<file path="config.mk">
export PLATFORM = sky130hd
export DESIGN_NAME = line_presence_tracker
export DESIGN_NICKNAME = d
export VERILOG_FILES = /design/src/rtl/line_presence_tracker.sv
export SDC_FILE = /design/constraint.sdc
export NUM_CORES = 1
export LEC_CHECK = 0
export CAP_MARGIN = 20
export CORE_MARGIN = 5
export CORE_UTILIZATION = 50
export DETAILED_ROUTE_END_ITERATION = 8
export PLACE_DENSITY = 0.71
export REMOVE_ABC_BUFFERS = 1
export SYNTH_ARGS = -nofsm -noshare
export SYNTH_HDL_FRONTEND = slang
export SYNTH_SLANG_ARGS = --single-unit
</file>
<file path="constraint.sdc">
create_clock -name clk_i -period 4.9 [get_ports clk_i]
set_input_delay 0.98 -clock clk_i [delete_from_list [all_inputs] [get_ports clk_i]]
set_output_delay 0.98 -clock clk_i [all_outputs]
set_load 0.1 [all_outputs]
</file>
<file path="src/rtl/line_presence_tracker.sv">
// Purpose: tracks DEPTH I-cache line buffers and answers "here / will be here" for the fetch PC.
// Latency: lookup is combinational on registered state; buffer state, request and counter update next edge.
// Backpressure: request held until req_ready_i; a miss while the request is stalled or all buffers are busy is dropped.
module line_presence_tracker #(
   parameter int XLEN     = 32,
   parameter int LINE_OFF = 4,
   parameter int DEPTH    = 4
) (
   input  logic                       clk_i,
   input  logic                       rst_i,
   input  logic                       flush_i,
   input  logic                       lookup_valid_i,
   input  logic [XLEN-1:0]            pc_i,
   output logic                       here_o,
   output logic                       will_be_here_o,
   output logic                       miss_o,
   output logic [$clog2(DEPTH)-1:0]   hit_idx_o,
   output logic                       req_valid_o,
   output logic [XLEN-1:0]            req_addr_o,
   input  logic                       req_ready_i,
   input  logic                       rsp_valid_i,
   output logic [$clog2(DEPTH)-1:0]   fill_idx_o,
   output logic [$clog2(DEPTH):0]     pending_cnt_o
);

   localparam int PTR_W = $clog2(DEPTH);
   localparam int CNT_W = PTR_W + 1;
   localparam int TAG_W = XLEN - LINE_OFF;

   typedef enum logic [1:0] {
      ST_INVALID = 2'd0,
      ST_PENDING = 2'd1,
      ST_VALID   = 2'd2,
      ST_STALE   = 2'd3
   } line_state_e;

   line_state_e        state_q [DEPTH];
   line_state_e        state_d [DEPTH];
   logic [TAG_W-1:0]   tag_q   [DEPTH];
   logic [TAG_W-1:0]   tag_d   [DEPTH];
   logic [PTR_W-1:0]   alloc_ptr_q, alloc_ptr_d;
   logic [PTR_W-1:0]   fill_ptr_q, fill_ptr_d;
   logic               req_valid_q, req_valid_d;
   logic [XLEN-1:0]    req_addr_q, req_addr_d;
   logic [CNT_W-1:0]   pending_cnt_q, pending_cnt_d;

   logic [TAG_W-1:0]   pc_tag;
   logic               valid_hit;
   logic               pend_hit;
   logic [PTR_W-1:0]   hit_idx;
   logic               alloc_ok;
   logic               fill_ok;
   logic               unused_pc_off;

   assign pc_tag        = pc_i[XLEN-1:LINE_OFF];
   // Byte offset within the line plays no part in presence.
   assign unused_pc_off = ^pc_i[LINE_OFF-1:0];

   // Tag match across all buffers; the lowest matching VALID/PENDING index wins.
   always_comb begin
      valid_hit = 1'b0;
      pend_hit  = 1'b0;
      hit_idx   = '0;
      for (int i = DEPTH - 1; i >= 0; i--) begin
         if (tag_q[i] == pc_tag) begin
            if (state_q[i] == ST_VALID) begin
               valid_hit = 1'b1;
               if (lookup_valid_i) hit_idx = PTR_W'(i);
            end else if (state_q[i] == ST_PENDING) begin
               pend_hit = 1'b1;
               if (lookup_valid_i) hit_idx = PTR_W'(i);
            end
         end
      end
   end

   assign here_o         = lookup_valid_i & valid_hit;
   assign will_be_here_o = lookup_valid_i & ~valid_hit & pend_hit;
   assign miss_o         = lookup_valid_i & ~valid_hit & ~pend_hit;
   assign hit_idx_o      = hit_idx;

   // Allocation needs a free slot for the request register and a non-busy victim buffer.
   assign alloc_ok = miss_o & ~flush_i & (~req_valid_q | req_ready_i) &
                     ((state_q[alloc_ptr_q] == ST_INVALID) | (state_q[alloc_ptr_q] == ST_VALID));

   // A response only consumes a fill slot when the head buffer is actually in flight.
   assign fill_ok = rsp_valid_i &
                    ((state_q[fill_ptr_q] == ST_PENDING) | (state_q[fill_ptr_q] == ST_STALE));

   // Per-buffer next state: flush first, then fill, then alloc (fill and alloc never share a buffer).
   always_comb begin
      for (int i = 0; i < DEPTH; i++) begin
         state_d[i] = state_q[i];
         tag_d[i]   = tag_q[i];
         if (flush_i) begin
            if (state_q[i] == ST_VALID)   state_d[i] = ST_INVALID;
            if (state_q[i] == ST_PENDING) state_d[i] = ST_STALE;
         end
         if (fill_ok && (PTR_W'(i) == fill_ptr_q)) begin
            state_d[i] = ((state_q[i] == ST_PENDING) && !flush_i) ? ST_VALID : ST_INVALID;
         end
         if (alloc_ok && (PTR_W'(i) == alloc_ptr_q)) begin
            state_d[i] = ST_PENDING;
            tag_d[i]   = pc_tag;
         end
      end
   end

   // Pointers, request register and in-flight counter.
   always_comb begin
      alloc_ptr_d   = alloc_ok ? alloc_ptr_q + PTR_W'(1) : alloc_ptr_q;
      fill_ptr_d    = fill_ok  ? fill_ptr_q  + PTR_W'(1) : fill_ptr_q;
      req_valid_d   = req_valid_q;
      req_addr_d    = req_addr_q;
      pending_cnt_d = pending_cnt_q;
      if (alloc_ok) begin
         req_valid_d = 1'b1;
         req_addr_d  = {pc_tag, {LINE_OFF{1'b0}}};
      end else if (req_ready_i) begin
         req_valid_d = 1'b0;
      end
      if (alloc_ok && !fill_ok) pending_cnt_d = pending_cnt_q + CNT_W'(1);
      if (!alloc_ok && fill_ok) pending_cnt_d = pending_cnt_q - CNT_W'(1);
   end

   // State registers with synchronous reset.
   always_ff @(posedge clk_i) begin
      if (rst_i) begin
         for (int i = 0; i < DEPTH; i++) begin
            state_q[i] <= ST_INVALID;
            tag_q[i]   <= '0;
         end
         alloc_ptr_q   <= '0;
         fill_ptr_q    <= '0;
         req_valid_q   <= 1'b0;
         req_addr_q    <= '0;
         pending_cnt_q <= '0;
      end else begin
         for (int i = 0; i < DEPTH; i++) begin
            state_q[i] <= state_d[i];
            tag_q[i]   <= tag_d[i];
         end
         alloc_ptr_q   <= alloc_ptr_d;
         fill_ptr_q    <= fill_ptr_d;
         req_valid_q   <= req_valid_d;
         req_addr_q    <= req_addr_d;
         pending_cnt_q <= pending_cnt_d;
      end
   end

   assign req_valid_o   = req_valid_q;
   assign req_addr_o    = req_addr_q;
   assign fill_idx_o    = fill_ptr_q;
   assign pending_cnt_o = pending_cnt_q;

endmodule

</file>
# Word level (Yosys, flattened, before mapping)
# Memory sizes are Yosys's and may differ from the RTL's. A register that Yosys moved wholly into a read port is not among the register bits.
# Cells that the tools add are included.
[classes]
muxes = 83
n_reduce_logical = 22
eq_ne = 21
bitwise = 23
add_sub_neg = 4
[ops]
columns = ["operator", "n"]
rows = [
  ["28-bit two-way mux", 8],
  ["28-bit equality test", 4],
  ["2-bit two-way mux", 48],
  ["1-bit two-way mux", 25],
  ["1-bit logical AND", 14],
  ["2-bit equality test (second input constant)", 6],
  ["1-bit bitwise OR", 11],
  ["2-bit by 1-bit equality test with 1-bit output (second input constant)", 5],
  ["1-bit AND", 8],
  ["2-bit equality test (first input constant)", 4],
  ["2-bit logical NOT", 3],
  ["3-bit two-way mux", 2],
  ["2-bit by 1-bit adder with 2-bit output (second input constant)", 2],
  ["1-bit by 2-bit equality test with 1-bit output (first input constant)", 2],
  ["1-bit inverter", 4],
  ["2-bit nonzero test", 2],
  ["3-bit by 1-bit adder with 3-bit output (second input constant)", 1],
  ["1-bit logical NOT", 3],
  ["3-bit by 1-bit subtractor with 3-bit output (second input constant)", 1],
]
[totals]
regBits = 36
output_inout_bits = 43
input_bits = 38
ramBits = 120
memories = 2
[mem_list]
columns = ["memory", "words", "word_bits", "read_ports", "rd_ports_with_merged_regs", "wr", "line_no", "source"]
rows = [
  ["tag_q", 4, 28, 4, 0, 4, "39", "logic [TAG_W-1:0] tag_q [DEPTH];"],
  ["state_q", 4, 2, 6, 2, 4, "37", "line_state_e state_q [DEPTH];"],
]

# Depth between registers and ports, before layout
# An unclocked memory read counts as a cell.
[logic_depth]
word_depth = 22
ltp_mapped = 15
mapped_depth_nobuf = 13

# Least setup slack after synthesis
# No wires, ideal clock.
[synth_path]
path_kind = "input to output"
start = "input pc_i[21]"
end = "output here_o"
path_stages = 5
t_required_ns = 3.920
path_buffers = 1
setup_slack_ns = -0.118
t_arrival_ns = 4.038
cell_sequence = "buf_4 > xor2_1 > or4_1 > or4_4 > a31oi_1"
[synth_between]
elab_chain_cells = 9
[synth_rtl]
columns = ["item", "line_no", "source"]
rows = [
  ["start, declared", "13", "input logic [XLEN-1:0] pc_i,"],
  ["28-bit equality test", "65", "if (tag_q[i] == pc_tag) begin"],
  ["1-bit two-way mux", "65", ""],
  ["1-bit two-way mux", "66", "if (state_q[i] == ST_VALID) begin"],
  ["1-bit two-way mux", "65", ""],
  ["1-bit two-way mux", "66", ""],
  ["1-bit two-way mux", "65", ""],
  ["1-bit two-way mux", "66", ""],
  ["1-bit two-way mux *", "65", ""],
  ["1-bit AND *", "77", "assign here_o = lookup_valid_i & valid_hit;"],
  ["end, declared", "14", "output logic here_o,"],
]
# Every way passes the cells marked *; elsewhere a longest branch is shown, timed or not.

# Worst setup path after layout
[layout_path]
start = "input pc_i[12]"
end = "output here_o"
# The elaborated chain is that of the path after synthesis.

==> results.md <==
- Status: completed
- H-Tree Depth: 4
- CTS Root Cell: clkbuf_16
- Synth top area share: a little under two fifths
- Post-DP HPWL: between 10,000 and 15,000 µm
- Post-Synth Simple-Gate Area: between 10% and 20%
- Internal power: approximately 2.3 mW
- Layout Skew: around 0.0093 ns
- Die width: about 140 µm
- RSZ-0062 raised after global routing: no
- Logic pwr share: about 16%
- CTS Buf Count: 17
- Fillers: about 1,500
- Post-synth EDFFs: 0
- Synth-to-layout area growth: 18.1%
- Worst-path cell chain: clkdlybuf4s50_1 -> xor2_1 -> nor4_1 -> nand4_1 -> or4_1 -> a31oi_1 -> buf_4 -> buf_12
- Mapped Cells: around 920
- Placement Setup Slack: 0.224 ns
- Period utilization: 95.8%
- Final Util: about three fifths
- Post-Route WL: a little over 20,000 µm
- Synth Area in Adders: between 2 and 3%
- Rel. slew slack: 26.1%
- Area of the multi-input gates: 4760 µm²
- Initial Util: about 51%
- FP Rows: between 40 and 50
- Yosys reg bits: 160
- Largest net degree at the start of global routing: slightly below 80
- Hold Path Class: reg -> reg
- DR pass1 iterations: 5
- Main combinational cell family by area after synthesis: simple AND/OR/NAND/NOR gates
- # resized after CTS: 0
- Post-CTS Setup Inserts: 0
- Tot GR Track Use: between 20 and 25%
- Gpl congestion: around 0.86
- Fmax: around 0.21 GHz
- Reg area: between 3000 and 4000 µm²
- Number of I/O pins: 81
- First-pass GRT wire length: between 30,000 and 40,000 µm
- Async S/R FF share, synth: 0%
- Crit Path Category: in -> out
- Core area: around 17,000 µm²
- Worst-skew pair later-pin latency: around 0.43 ns
- Cts hold-fix bufs: 0
- Worst Path Max Fanout: 5
- Die height: 140 µm
- Sw Ratio: around 29%
- TritonCTS clock tree: yes
- Post-Syn Area: 8470 µm²
- Dominant cell type by area after synthesis: dfxtp_1
- IO buf count: just over 70
- Final Hold Viols: 0
- Number of global-route vias before repair: between 6,000 and 7,000
- Die Area: 19,600 µm²
- Netlist cell types: 56
- Worst-Margin Slew: 1.10 ns
- Fin nets: a little over 1,000
- Post-synthesis sequential area ratio: a little under two fifths
- Slowest-stage cell, CP: or4_1
- Main synth FF type: dfxtp_1
- Min cycle time layout: 4.69 ns
- Via density: around 5.5
- Required @ worst endpoint: roughly 4 ns
- Post-Synth XOR/XNOR Area: 11.9%
- Routed via count: about 6,600
- DRT antenna net count: 0
- Crit path DAT: ~3.7 ns
- Diodes inserted: 0
- DR iter-0 viols: between 500 and 600
- Syn Area/Cell: roughly 9 µm²
- Gr ovfl total: 0
- Max-slew violation count: 0
- Synth warn: 0
- Complex-gate fraction of the synthesized area: 10.1%
- Leakage: about 4.0 nW
- Setup crit end kind: output port
- CTS max path bufs: 2
- Clock-pin slew on the worst setup and hold paths: around 0.060 ns
- Setup WS post-layout: 0.206 ns
- Antenna violations before repair: 0
- DRC viols: 0
- Seq pwr share: roughly two fifths
- Pwr/cell area: roughly 330 nW/µm²
- DR WL/cell: about 17 µm
- P_sw: between 0.9 and 1 mW
- # Max-Cap Violations: 0
- Final setup viols: 0
- Crit start category: input pin
- Clock sink count: 160
- Post-synthesis mux area share: 11.0%
- Clock share of power: between 40% and 50%
- Largest stage delay on the critical path: ~0.65 ns
- Max VDD drop: 259 µV
- Synth area leaders: dfxtp_1 (38%), mux2i_1 (10%), xor2_1 (9.3%), nand2b_1 (8.5%), a21oi_1 (3.7%)
- Layout cells sized above 1: 9.00%
layer usage:
| layer | vias up | share of wire (%) | GRT usage, % |
|---|---|---|---|
| met5 | - | 0 | 0 |
| met3 | 24 | 4.6 | 4.16 |
| met2 | 161 | 47 | 34.6 |
| met4 | 0 | 1.6 | 6.73 |
| li1 | 3272 | - | - |
| met1 | 3143 | 47 | 26.6 |
placed cells by master, fill, tap and decap left out, types with 5 or more instances in the layout:
cell type,count
dfxtp_1,160
nand2b_1,115
xor2_1,90
mux2i_1,86
clkdlybuf4s50_1,66
a21oi_1,63
nand3_1,57
o21ai_0,42
buf_4,35
nor4_1,30
xnor2_1,25
o21ai_1,24
ha_1,18
inv_1,17
clkbuf_16,17
nor2_1,15
nand4_1,14
buf_12,8
or4_1,6
nand2_1,6
nand3b_1,5
inv_6,5
power by group through the flow:
stage | registers (mW) | clock network (mW) | logic, mW
final | 1.37 | 1.38 | 0.521
after CTS | 1.37 | 1.40 | 0.522
after detailed placement | 1.40 | 0 | 0.519
after global routing | 1.38 | 1.46 | 0.552
after floorplan | 1.52 | 0 | 0.209
after global placement | 1.40 | 0 | 0.516
synthesized netlist by cell type (2+ instances only):
master and instances:
nor4_1 30, nand3_2 2, or4_1 6, nor2_1 15, mux2_1 2, nor3_1 4, a22o_1 4, clkbuf_1 33
buf_2 35, xor2_1 90, buf_6 5, or3_1 4, mux2i_1 86, a21oi_1 63, buf_1 5, xnor2_1 25
nand2_1 6, and4_1 2, buf_4 8, nand2b_1 115, a41oi_1 4, dfxtp_1 160, inv_1 17, a211oi_1 4
o21ai_1 24, nor2b_1 4, o21ai_0 42, o22ai_1 2, a22oi_1 4, mux4_2 2, or4b_1 3, buf_12 2
nor4b_1 2, nand3b_1 5, nand4_1 14, nand3_1 57, ha_1 18
metrics by stage:
step / total power [mW] / TNS, ns / area, µm² / hold slack, ns / instances
CTS: 3.30 / 0 / 10000 / 0.478 / 1198
detailed placement: 1.92 / 0 / 9390 / 0.464 / 1166
global placement: 1.92 / 0 / 9390 / 0.460 / 1166
floorplan: 1.73 / -323.96 / 8000 / 0.459 / 837
global route: 3.38 / 0 / 10000 / 0.489 / 1198
finish: 3.27 / 0 / 10000 / 0.471 / 1198
state kept, by name, summed over array words and instances (netlist names), named ones only:
signal / cells
alloc_ptr_q: 2
fill_idx_o: 2
pending_cnt_o: 3
req_addr_o: 28
req_valid_o: 1
state_q: 8
tag_q: 112
final timing paths:
check                                    from                            end  slack, ns  depth (start not counted)
hold / removal    req_addr_o[27]$_SDFFE_PP0P_    req_addr_o[27]$_SDFFE_PP0P_       0.47                          2
setup / recovery                     pc_i[12]                         here_o       0.21                          8
hold reg to reg   req_addr_o[27]$_SDFFE_PP0P_    req_addr_o[27]$_SDFFE_PP0P_       0.47                          2
setup reg to reg    tag_q[3][22]$_SDFFE_PP0P_  pending_cnt_o[2]$_SDFFE_PP0P_       1.62                         13
cell families (layout without fill, tap and decap cells):
group                      Yosys count  in the layout
adders and majority gates           19             19
AOI/OAI and AO/OA                  154            154
other                                1              4
muxes                               90             90
DFF                                160            160
xor gates and xnor gates           115            115
and+or+nand+nor                    277            277
buffers and inverters              107            159
final cells by class:
cell class                 instances  area share, %
clock inverter                    14           1.78
clock buffer                      18           4.29
multi-input combinational        659           47.6
timing repair buffer             109           10.8
inverter                          18          0.676
sequential                       160           32.0
tap                              220           2.75
worst max-delay path: cells and delay by family:
| kind | cells | cell delay [ns] |
|---|---|---|
| xor+xnor | 1 | 0.24 |
| buf+inv | 3 | 0.90 |
| compound gates | 1 | 0.21 |
| simple gates | 3 | 1.38 |
(Power assumes the default switching activity.)
